File: config.mk
export PLATFORM = sky130hd
export DESIGN_NAME = slave_mode_sequencer
export DESIGN_NICKNAME = d
export VERILOG_FILES = /design/src/rtl/slave_mode_sequencer.sv
export SDC_FILE = /design/constraint.sdc
export NUM_CORES = 1
export LEC_CHECK = 0
export ABC_AREA = 1
export CAP_MARGIN = 15
export CORE_AREA = 2 2 45 47
export DETAILED_ROUTE_END_ITERATION = 6
export DIE_AREA = 0 0 47 49
export PLACE_DENSITY = 0.74
export SETUP_SLACK_MARGIN = 0.05
export SLEW_MARGIN = 20
export SYNTH_ARGS = -nofsm -noshare
export SYNTH_HDL_FRONTEND = slang
export SYNTH_SLANG_ARGS = --single-unit
File: constraint.sdc
create_clock -name clk_i -period 1.4 [get_ports clk_i]
set_clock_uncertainty 0.15 [all_clocks]
set_input_delay 0.14 -clock clk_i [delete_from_list [all_inputs] [get_ports clk_i]]
set_output_delay 0.14 -clock clk_i [all_outputs]
set_load 0.05 [all_outputs]
File: src/rtl/slave_mode_sequencer.sv
// Slave-mode sequencer: synchronises trgi, detects edges, optionally delays
// them, and drives counter reset/enable/start plus the sticky TIF flag.
module slave_mode_sequencer #(
    parameter int SYNC_STAGES = 2,
    parameter int MSM_DELAY   = 1
) (
    input  logic       clk_i,
    input  logic       aresetn_i,
    input  logic [2:0] sms_i,
    input  logic       msm_i,
    input  logic       trgi_i,
    input  logic       cen_i,
    input  logic       tif_clr_i,
    output logic       cnt_en_o,
    output logic       cnt_rst_o,
    output logic       sm_uev_o,
    output logic       cen_set_o,
    output logic       tif_o,
    output logic [2:0] state_o
);

    typedef enum logic [2:0] {
        IDLE      = 3'd0,
        RST_MODE  = 3'd1,
        GATE_OPEN = 3'd2,
        GATE_SHUT = 3'd3,
        TRIG_ARM  = 3'd4,
        TRIG_RUN  = 3'd5
    } state_t;

    logic [SYNC_STAGES-1:0]      r_sync;
    logic                        r_trgs_d;
    logic [2:0]                  r_ev;
    logic [MSM_DELAY-1:0][2:0]   r_dly;
    logic [2:0]                  r_sms;
    logic                        r_cen_q;
    state_t                      r_state;
    logic                        r_cnt_en;
    logic                        r_cnt_rst;
    logic                        r_uev;
    logic                        r_cen_set;
    logic                        r_tif;

    state_t     w_next;
    logic       w_trgs;
    logic       w_rise;
    logic       w_fall;
    logic       w_sms_chg;
    logic [2:0] w_mask;
    logic [2:0] w_ev;
    logic       w_set;
    logic       w_rst;
    logic       w_cen_set;
    logic       w_cnt_en;

    assign w_trgs    = r_sync[SYNC_STAGES-1];
    assign w_rise    = w_trgs & ~r_trgs_d;
    assign w_fall    = ~w_trgs & r_trgs_d;
    assign w_sms_chg = (sms_i != r_sms);
    // Event bits are {rise, fall, level}; a mode change drops edges in flight
    // but keeps the level so gated mode picks up the current trigger state.
    assign w_mask    = {~w_sms_chg, ~w_sms_chg, 1'b1};
    assign w_ev      = msm_i ? r_dly[MSM_DELAY-1] : r_ev;

    always_ff @(posedge clk_i or negedge aresetn_i) begin
        if (!aresetn_i) begin
            r_sync   <= '0;
            r_trgs_d <= 1'b0;
            r_ev     <= '0;
            r_dly    <= '0;
        end else begin
            r_sync   <= {r_sync[SYNC_STAGES-2:0], trgi_i};
            r_trgs_d <= w_trgs;
            r_ev     <= {w_rise, w_fall, w_trgs} & w_mask;
            r_dly[0] <= r_ev & w_mask;
            for (int i = 1; i < MSM_DELAY; i++) begin
                r_dly[i] <= r_dly[i-1] & w_mask;
            end
        end
    end

    always_comb begin
        w_next    = r_state;
        w_set     = 1'b0;
        w_rst     = 1'b0;
        w_cen_set = 1'b0;
        if (w_sms_chg) begin
            w_next = IDLE;
        end else begin
            unique case (r_state)
                IDLE: begin
                    unique case (sms_i)
                        3'b100:  w_next = RST_MODE;
                        3'b101:  w_next = w_ev[0] ? GATE_OPEN : GATE_SHUT;
                        3'b110:  w_next = TRIG_ARM;
                        default: w_next = IDLE;
                    endcase
                end
                RST_MODE: begin
                    w_rst = w_ev[2];
                    w_set = w_ev[2];
                end
                GATE_OPEN: begin
                    if (w_ev[1]) begin
                        w_next = GATE_SHUT;
                        w_set  = 1'b1;
                    end
                end
                GATE_SHUT: begin
                    if (w_ev[2]) begin
                        w_next = GATE_OPEN;
                        w_set  = 1'b1;
                    end
                end
                TRIG_ARM: begin
                    if (w_ev[2]) begin
                        w_next    = TRIG_RUN;
                        w_set     = 1'b1;
                        w_cen_set = ~cen_i;
                    end
                end
                TRIG_RUN: begin
                    w_set = w_ev[2];
                    // Leave on a CEN falling edge, not on its level, so the
                    // cycle before software CEN catches up does not disarm.
                    if (r_cen_q && !cen_i) begin
                        w_next = TRIG_ARM;
                    end
                end
                default: w_next = IDLE;
            endcase
        end
    end

    always_comb begin
        w_cnt_en = cen_i;
        unique case (1'b1)
            (sms_i == 3'b101):
                w_cnt_en = cen_i & (w_next == GATE_OPEN);
            (w_next == TRIG_ARM || w_next == TRIG_RUN):
                w_cnt_en = cen_i | w_cen_set;
            default:
                w_cnt_en = cen_i;
        endcase
    end

    always_ff @(posedge clk_i or negedge aresetn_i) begin
        if (!aresetn_i) begin
            r_state   <= IDLE;
            r_sms     <= 3'b000;
            r_cen_q   <= 1'b0;
            r_cnt_en  <= 1'b0;
            r_cnt_rst <= 1'b0;
            r_uev     <= 1'b0;
            r_cen_set <= 1'b0;
            r_tif     <= 1'b0;
        end else begin
            r_state   <= w_next;
            r_sms     <= sms_i;
            r_cen_q   <= cen_i;
            r_cnt_en  <= w_cnt_en;
            r_cnt_rst <= w_rst;
            r_uev     <= w_rst;
            r_cen_set <= w_cen_set;
            r_tif     <= w_set | (r_tif & ~tif_clr_i);
        end
    end

    assign cnt_en_o  = r_cnt_en;
    assign cnt_rst_o = r_cnt_rst;
    assign sm_uev_o  = r_uev;
    assign cen_set_o = r_cen_set;
    assign tif_o     = r_tif;
    assign state_o   = r_state;

endmodule

# --- Word-level counts from Yosys, hierarchy flattened ---
# Cells that the tools add are included.
word_totals:
  regBits: 20
  latchBits: 0
  ram_bits: 0
  romBits: 0
  inputBits: 9
  output_inout_bits: 8
  mem_count: 0
classes:
  n_addsub: 0
  n_mul: 0
  div_mod_pow: 0
  order_cmp: 0
  eq_ne: 12
  shift: 0
  mux: 19
  bitwise: 13
  reduce_logical: 6
ops:
  columns: ["cell", "n"]
  rows:
  - ["3-bit equality test (second input constant)", 7]
  - ["3-bit two-way mux", 6]
  - ["3-bit one-hot mux with 6 select lines", 1]
  - ["3-bit by 2-bit equality test with 1-bit output (second input constant)", 3]
  - ["1-bit two-way mux", 9]
  - ["3-bit one-hot mux with 3 select lines", 1]
  - ["3-bit AND", 2]
  - ["1-bit inverter", 5]
  - ["1-bit AND", 4]
  - ["2-bit OR reduction", 2]
  - ["3-bit by 1-bit equality test with 1-bit output (second input constant)", 1]
  - ["3-bit zero test", 1]
  - ["3-bit inequality test", 1]
  - ["1-bit one-hot mux with 3 select lines", 1]
  - ["1-bit OR", 2]
  - ["1-bit one-hot mux with 2 select lines", 1]
  - ["1-bit logical AND", 1]
  - ["1-bit zero test", 1]
  - ["1-bit logical OR", 1]

# --- Longest topological paths before layout ---
logic_depth:
  word_depth: 8
  depth_mapped: 8
  ltp_nobuf: 8

# --- Worst setup path after synthesis ---
# Ideal clock, no wire load.
synth_path:
  path_type: "register -> register"
  startpoint: "reg r_state[2] (netlist: state_o[2])"
  endpoint: "reg r_cnt_en (netlist: cnt_en_o)"
  arrival_ns: 1.374
  required_time_ns: 1.130
  setup_slack_ns: -0.244
  path_stages_with_launch: 9
  path_buffers: 1
  period_less_slack_ns: 1.644
  cell_sequence: "dfrtp_1 > buf_4 > nor2_1 > nand2_1 > nor2_1 > a21oi_1 > nor2_2 > nor2_1 > a21oi_2"
synth_between:
  elab_chain_len: 6
synth_rtl:
  columns: ["item", "line", "text"]
  rows:
  - ["start: declaration", "37", "state_t r_state;"]
  - ["start signal: assignment", "158", "r_state <= w_next;"]
  - ["3-bit equality test, or another cell as far along", "90", "unique case (r_state)"]
  - ["3-bit one-hot mux with 6 select lines *", "90", null]
  - ["3-bit two-way mux *", "87", "if (w_sms_chg) begin"]
  - ["named net w_next[2]", "44", "state_t w_next;"]
  - ["3-bit by 2-bit equality test with 1-bit output / 3-bit equality test (equally long branches)", "139, 140", null]
  - ["1-bit AND / 1-bit logical OR (equally long branches)", "139, 140", null]
  - ["1-bit one-hot mux with 2 select lines *", "137", "unique case (1'b1)"]
  - ["named net w_cnt_en", "54", "logic w_cnt_en;"]
  - ["end signal: assignment", "161", "r_cnt_en <= w_cnt_en;"]
  - ["end: declaration", "38", "logic r_cnt_en;"]
# Mark *: on every way through the listed nets, which the timed path passes. The rest lies on a longest branch.

# --- Worst setup path in the final report ---
layout_path:
  startpoint: "reg r_state[0] (netlist: state_o[0])"
  endpoint: "reg r_cnt_en (netlist: cnt_en_o)"
layout_between:
  elab_chain_len: 6
layout_rtl:
  columns: ["item", "line"]
  rows:
  - ["3-bit equality test, or another cell as far along", "90"]
  - ["3-bit one-hot mux with 6 select lines", "90"]
  - ["3-bit two-way mux", "87"]
  - ["3-bit by 2-bit equality test with 1-bit output / 3-bit equality test (equally long branches)", "139, 140"]
  - ["1-bit AND / 1-bit logical OR (equally long branches)", "139, 140"]
  - ["1-bit one-hot mux with 2 select lines *", "137"]
  - ["named net w_cnt_en", "54"]
# Marks and branches as above.

==> key figures <==
Power and ir drop
  • Internal power: 0.7447 mW
  • Peak supply drop: about 0.62 mV
  • Logic pwr share: 14.3%
  • Switching Fraction: 24.88%
  • Cell Pwr Density: 803.6 nW/um^2
  • Leak: 0.5754 nW
  • Switching power total: between 0.2 and 0.25 mW
  • Clock share of power: a little over a quarter
  • Sequential power share: between 50% and 60%

Finish
  • Post-route cell area: around 1200 um^2
  • Most common cell after layout, fill and taps aside: nand2_1
  • Layout net count: between 100 and 150
  • Commonest cells after routing, fill and taps aside: nand2_1 (26), dfrtp_1 (16), nor2_1 (15)
  • Finished Layout Cells: around 150
  • Fraction of layout cells with a size suffix above 1: about 30%
  • Area delta synth->final: 45.86%
  • ANT cells: 0

CTS
  • Clock tree buffer depth: 2
  • TritonCTS buffer count: 3
  • CTS sink count: 19
  • CTS tree: done
  • Hold buffers post-CTS: 0
  • Root Buffer: clkbuf_4
  • Htree depth: 1
  • Clock slew seen by the registers of the worst setup and hold paths: 0.10 ns
  • Worst-Skew Late Latency: a little under 0.3 ns

Place
  • # placed instances: between 100 and 150
  • Post-DP HPWL: around 1200 um
  • Port-buffer cells: 16
  • Gpl congestion: 0.7557
  • Area after DPL: approximately 1200 um^2

Yosys
  • Post-synthesis mux area share: 0%
  • Post-synthesis compound-gate area fraction: between 6 and 7%
  • Syn Std Cell Area: between 800 and 900 um^2
  • Largest family of logic cells by synthesized area: simple AND/OR/NAND/NOR gates
  • Synth Area in Adders: 0%
  • Yosys cell types: 19
  • Main flop type after synthesis: dfrtp_1
  • Synthesis Warnings: 0
  • Gate Count Post-Synth: between 90 and 100
  • Mapped Nets: 107
  • Number of flops mapped to enable cells by yosys: 0
  • Asr flop ratio synth: 100.0%
  • Register area share after synthesis: 56.21%
  • Avg Cell Area, Syn: approximately 8.6 um^2
  • Area share of and/or/nand/nor cells after synthesis: between 20% and 30%
  • XOR/XNOR share of the synthesized area: under 10%
  • Flops & latches, synth: 19

Die
  • Die area: between 2000 and 2500 um^2
  • Height of the die: 49 um
  • Core ar.: ~1800 um^2
  • Cell row count: 16
  • Initial Utilization: 45.92%
  • Die X-Extent: 47 um
  • # IOs: 17

STA
  • Rel. slew slack: a little over four fifths
  • Min cycle time layout: approximately 1.4 ns
  • Hold Vio Cnt, Final: 0
  • Final Cycle Share: roughly 100%
  • Achievable frequency: 715.6 MHz
  • Slew Limit Fails: 0
  • Setup Viol. Count Final: 0
  • RSZ-0062 raised after global routing: yes
  • Slew @ Worst Pin: around 0.23 ns

Setup path
  • Arr. time, crit path: between 1 and 1.5 ns
  • Worst EP required: between 1 and 1.5 ns
  • Type of the worst setup path: reg2reg
  • Cell family with most CP delay: simple AND/OR/NAND/NOR gates
  • CP peak stage delay: approximately 0.44 ns
  • Slowest CP cell: dfrtp_2
  • Startpoint types: flop
  • CP Cell Sequence: inv_2, nand2_1, nor2_1, nand2_1, nand2_1, nor2_2, nand4_1, a21oi_2
  • CP Capture Type: flop
  • CP Max Fanout: 5
  • CP bufs+invs: 1
  • Most used cell, CP: nand2_1

Route
  • Vias per Instance: approximately 4.6
  • Drt first-iter violations: 7
  • Via count: ~700
  • DRC: 0
  • Final WL: 1631 um
  • Number of detailed-route iterations in the first pass: 4
  • Routed Antenna Nets: 0
  • WL/cell: ~11 um

GRT
  • Met2 usage: between 20% and 30%
  • Vias in the first global route: around 690
  • Met3 usage: roughly 2.6%
  • Pin count of the biggest net entering global routing: 20
  • Global route overflow: 0
  • Global-route usage over all layers: between 15 and 20%
  • Met1 Use GR: between 20% and 30%
  • First-pass GRT wire length: roughly 2800 um
  • Global route hottest layer: met2
  • Initial antenna violation count: 0

Worst hold path
  • HP Class: in2async

Job
  • Max Cap Viol: 0

Outcome
  • Status: completed
## Yosys cell counts (2+ instances only)
cell      n  area share, %
o21ai_1   2            1.2
nand2_1  27             12
o21ai_0   4            2.4
inv_2     3            1.3
inv_1    11            4.9
nand3_1   2            1.2
a21oi_1   2            1.2
dfrtp_1  19             56
xnor2_2   2            3.8
nor2_1   16            7.1
buf_4     2            1.8
## logic make-up (layout without fill, tap and decap cells)
logic type             count (synthesis)  after routing
AO/OA/AOI/OAI                         10             10
XOR/XNOR                               2              2
buffers and inverters                 16             44
flip-flops                            19             19
AND/OR/NAND/NOR                       51             51
## registers in the layout, indices dropped and copies added (netlist names)
name,count
r_sync,2
r_dly,3
r_cen_q,1
cen_set_o,1
r_ev,3
sm_uev_o,1
tif_o,1
r_sms,3
cnt_en_o,1
state_o,3
## power groups by stage
stage | clock [mW] | combinational (mW) | sequential [mW]
after floorplan | 0 | 0.0501 | 0.596
after global placement | 0 | 0.133 | 0.588
after detailed placement | 0 | 0.135 | 0.589
after CTS | 0.276 | 0.138 | 0.578
after global routing | 0.296 | 0.159 | 0.580
final | 0.272 | 0.142 | 0.578
## final cells by class
type	instances	area, um^2
Timing Repair Buffer	26	319.1
Multi-Input combinational cell	63	322.8
Sequential cell	19	479.2
Tap cell	27	33.78
Fill cell	153	608.1
Inverter	14	52.55
Clock buffer	4	26.28
## per-layer routing
metal / part of all wire, % / up-vias / wire length (um)
li1: - / 357 / -
met4: 0.98 / 0 / 16
met3: 4.8 / 3 / 78
met5: 0 / - / 0
met1: 41 / 322 / 668
met2: 53 / 19 / 868
## timing repair
item	4_1_cts	5_1_grt
buffers inserted	3	1
endpoints found under the setup margin	1	5
gates resized for setup	2	5
pin swaps	0	2
## path summary, 6_finish.rpt
check / start / to / slack (ns) / depth (start not counted)
max: state_o[0] / cnt_en_o / 0.003 / 8
min: aresetn_i / r_sms[1] / 0.02 / 2
max reg2reg: state_o[0] / cnt_en_o / 0.003 / 8
min reg2reg: r_sync[0] / r_sync[1] / 0.22 / 0
max in group asynchronous: aresetn_i / state_o[1] / 0.87 / 2
min in group clk_i: trgi_i / r_sync[0] / 0.13 / 1
## through the flow
stage / power [mW] / hold slack [ns] / utilization (%) / setup TNS, ns / setup slack (ns)
after global routing: 1.036 / 0.04237 / 66.98 / -0.1171 / -0.09655
after global placement: 0.7206 / 0.1970 / 62.64 / -1.317 / -0.2452
after floorplan: 0.6463 / -0.3056 / - / -0.06027 / -0.06027
after CTS: 0.9914 / 0.03015 / 65.63 / 0 / 0.04642
after detailed placement: 0.7234 / 0.1880 / 62.64 / -1.452 / -0.2654
final: 0.9914 / 0.01832 / 66.98 / 0 / 0.002507
Power figures use the tool's default switching activity.
